`config.mk`:
```
export PLATFORM = sky130hd
export DESIGN_NAME = prbs_popcount
export DESIGN_NICKNAME = d
export VERILOG_FILES = /design/src/rtl/prbs_popcount.sv
export SDC_FILE = /design/constraint.sdc
export NUM_CORES = 1
export LEC_CHECK = 0
export BUFFER_PORTS_ARGS = -buffer_cell sky130_fd_sc_hd__clkbuf_2
export CAP_MARGIN = 10
export CORE_AREA = 2 2 39 41
export DETAILED_ROUTE_END_ITERATION = 12
export DIE_AREA = 0 0 41 43
export GPL_ROUTABILITY_DRIVEN = 0
export PLACE_DENSITY = 0.55
export SLEW_MARGIN = 20
export SYNTH_ARGS = -nofsm -noshare
export SYNTH_HDL_FRONTEND = slang
export SYNTH_SLANG_ARGS = --single-unit
```
`constraint.sdc`:
```
create_clock -name vclk -period 4
set_clock_uncertainty 0.1 [all_clocks]
set_input_delay 0.2 -clock vclk [all_inputs]
set_output_delay 0.2 -clock vclk [all_outputs]
set_load 0.02 [all_outputs]
```
`src/rtl/prbs_popcount.sv`:
```
// Combinational population count of an N-bit word.
module prbs_popcount #(
  parameter int N  = 14,
  parameter int CW = $clog2(N + 1)
) (
  input  logic [N-1:0]  i_word,
  output logic [CW-1:0] o_count
);

  always_comb begin
    o_count = '0;
    for (int i = 0; i < N; i++) begin
      o_count = o_count + CW'(i_word[i]);
    end
  end

endmodule

```
======== Yosys cells after proc, flatten, opt, wreduce, memory -nomap -nowiden ========
Cells that the tools add are included.
word-level totals
  register bits ........................... 0
  output and inout bits ................... 4
  word-level logic and storage cells ...... 13
operators by class
  add/sub/neg operators ................... 13
operators by type and width
  operator     number
  $add 4x1->4  10
  $add 3x1->4  1
  $add 2x1->3  1
  $add 1x1->2  1

======== Longest topological paths before layout ========
  depth in word-level cells ............... 13
  mapped depth ............................ 10

======== Least setup slack after synthesis ========
OpenSTA, ideal clock, no wires.
  path type ............................... input to output
  start point ............................. input port i_word[0]
  end point ............................... output port o_count[2]
  arrival ................................. 3.191 ns
  required time ........................... 3.700 ns
  setup slack ............................. 0.509 ns
  cell stages on the path ................. 10
  cell sequence ........................... inv_1 -> fa_1 -> fa_1 -> fa_1 -> fa_1 -> inv_1 -> ha_1 -> inv_1 -> fa_1 -> xnor2_1
between the ends
  longest elaborated chain between the ends .. 13
ends and longest elaborated chain
  item                        RTL line  text
  from (decl)                 6         input logic [N-1:0] i_word,
  $add 1x1->2                 13        o_count = o_count + CW'(i_word[i]);
  $add 2x1->3                 13
  $add 3x1->4                 13
  $add 4x1->4 (10 in series)  13
  to (decl)                   7         output logic [CW-1:0] o_count
No other way between the ends.

======== Final worst setup path ========
Ends and elaborated chain as after synthesis.

==> results <==
- The fraction of power spent switching nets is 59.5%.
- The delay contributed by the slowest stage of the critical path is around 0.56 ns.
- During placement, the flow inserted port buffers numbering 18.
- The worst setup path is of the input pin to output port kind.
- The most common cell type on the critical path is sky130_fd_sc_hd__fa_1.
- The number of iterations in the first detailed-routing pass is 1.
- The design has 0 sequential cells.
- The clock buffers instantiated in the layout total 0.
- The initial antenna violation count is 0.
- The flow ran to the end, and the final reports show no timing, DRC or antenna violations.
- The portion of the clock cycle consumed by the worst path in the final layout is approximately 89%.
- The achievable clock frequency is about 0.28 GHz.
- In this run the static leakage power is between 0.2 and 0.3 nW.
- For this configuration, the core starts out at a cell density of between 20% and 30%.
- The worst setup slack after placement is 0.409 ns.
- Pin placement for this block handled 18 I/O pins.
- The remaining number of nets flagged by the antenna check after routing is 0.
- The worst setup path is captured at an output port.
- Entering global routing, the biggest net connects 4 pins.
- The clock network is responsible for 0% of the overall power.
- The data arrival time of the worst path is 3.27 ns.
- After floorplanning, the core was sized to cover 1380 sq um.
- The final worst-path setup slack is 0.426 ns.
- Traced cell by cell, the critical path runs through clkbuf_2 -> inv_1 -> fa_1 -> fa_1 -> fa_1 -> fa_1 -> inv_1 -> ha_1 -> inv_1 -> fa_1 -> xnor2_1 -> clkbuf_2.
- Dividing the detail-routed wire length by the instance count gives ~6.6 um.
- In this run, distinct cell masters in the synthesized netlist total 7.
- Synthesis handed over a netlist of 36 instances.
- The number of setup violations in the final report is 0.
- The fraction of power consumed by combinational cells is 100.0%.
- The share of the Yosys chip area taken by registers is 0%.
- The total power of the final layout is around 0.22 mW.
- The final number of max-transition violations came to 0.
- The cell taking the most area after synthesis is sky130_fd_sc_hd__fa_1.
- The HPWL after detailed placement is 482 um.
- After synthesis, the largest area contributor takes up 57.1% of total cell area.
- Across all layers, the routed design uses 244 vias.
- Setup total negative slack on the finished layout was measured at 0 ns.
- In the synthesized netlist, the cells that appear most often are sky130_fd_sc_hd__inv_1 (20), sky130_fd_sc_hd__fa_1 (9), sky130_fd_sc_hd__ha_1 (3).
- For the pin with the worst max-slew slack, the measured transition is 0.123 ns.
- The floorplan has 14 rows.
- The maximum vdd ir drop is 0.000210 V.
- The die is roughly 43 um tall.
- The average footprint of a synthesized cell is 8.76 sq um.
- After synthesis the cells add up to 315 sq um.
- The critical path startpoint category is an input pin.
- The total global-route track usage is 4.96%.
- The cell total after placement is 70.
- The synthesized net count is 62.
- The violation count after the first detailed-routing iteration is 0.
- The die area is 1760 sq um.
- The most repeated cell in the gate-level netlist after synthesis is sky130_fd_sc_hd__inv_1.
- After the last flow step, the layout net total stands at 82.
- The type of the worst min-delay path is input pin to output port.
- Across the run, the number of max-cap violations was 0.
- The number of hold-slack violations in the final timing report is 0.
- In the post-synthesis netlist, the biggest area contributors are sky130_fd_sc_hd__fa_1 (57%), sky130_fd_sc_hd__inv_1 (24%), sky130_fd_sc_hd__ha_1 (12%), sky130_fd_sc_hd__xnor2_1 (2.8%), sky130_fd_sc_hd__a21oi_1 (1.6%).
- 0 antenna diodes ended up in the layout.
- Summed over all nets, the switching power comes to 0.130 mW.
- The critical-path cell with the highest stage delay is sky130_fd_sc_hd__fa_1.
- The sequential share of power is 0%.
- The post-CTS setup repair buffer count is 0.
- The number of gates given a new drive strength after cts is 0.
- Compared with the post-synthesis result, the final layout area differs by 34.9%.
- The worst max-slew margin expressed relative to the limit is roughly nine tenths.
- The remaining global-route overflow is 0.
- The final instance count without filler cells is 70.
- The number of hold buffers added after CTS was 0.
- The routed design has 464 um of wire.
- After detailed routing, the number of vias per cell comes to roughly 3.5.
- In the final layout, the share of cells above drive strength 1 is around a third.
- The required time at the worst-slack endpoint is 3.70 ns.
- The top fanout value on the critical path is 2.
- For the finished layout, the period the worst path requires is ~3.6 ns.
- Internal power comes to between 0.08 and 0.09 mW.
- Setup repair after global routing left no endpoint under its margin.
- Power spread over the standard cell area amounts to 514 nW/um^2.
- The number of global-route vias before repair is 191.
- For this run, design rule violations remaining after detail routing come to 0.
- The number of warning messages in the yosys log is 0.
- The first-pass GRT wire length is roughly 650 um.
- The final worst hold slack is approximately 0.66 ns.
- The die width is 41 um.
- The area occupied by registers is 0 sq um.
-- per-stage QoR --
step | util (%) | area (sq um)
final | 30.7 | 425
after global placement | 30.7 | 425
after global routing | 30.7 | 425
after detailed placement | 30.7 | 425
after floorplan | - | 315
after CTS | 30.7 | 425
-- critical path: cells and delay by family --
family                     cells  cell delay, ns
xor gates and xnor gates       1            0.15
adders and majority gates      6            2.49
buffers and inverters          5            0.43
-- worst paths after layout --
kind / cells past startpoint / end / start
worst max-delay path: 12 / o_count[2] / i_word[0]
worst min-delay path: 3 / o_count[0] / i_word[2]
-- final cells by class --
type	instances	area, sq um
repair buffers	18	90.1
inverters	20	75.1
multi-input cells	16	240
well taps	16	20.0
fillers	150	958
-- metal layers --
layer / part of all wire [%] / wire (um) / vias up / global-route usage (%)
met3: 5.8 / 27 / 0 / 0
met1: 38 / 176 / 108 / 5.94
met2: 56 / 261 / 7 / 9.69
met4: 0 / 0 / 0 / 0
li1: - / - / 129 / -
met5: 0 / 0 / - / 0
-- power groups by stage --
stage	combinational (mW)	clock, mW	sequential, mW
6_report	0.218	0	0
3_5_place_dp	0.223	0	0
5_1_grt	0.249	0	0
4_1_cts	0.225	0	0
3_3_place_gp	0.224	0	0
2_1_floorplan	0.164	0	0
-- cells in the final DEF, fill, tap and decap left out, drive strengths merged --
| cell type | n |
|---|---|
| a21oi | 1 |
| clkbuf | 18 |
| fa | 9 |
| ha | 3 |
| inv | 20 |
| nand2 | 1 |
| nand3 | 1 |
| xnor2 | 1 |
-- logic make-up (layout without fill, tap and decap cells) --
group,after synthesis,in the layout,synth area share [%]
buffers and inverters,20,38,23.8
adders and majority gates,12,12,69.0
and+or+nand+nor,2,2,2.78
AOI/OAI and AO/OA,1,1,1.59
xor gates and xnor gates,1,1,2.78
(Power assumes the default switching activity.)
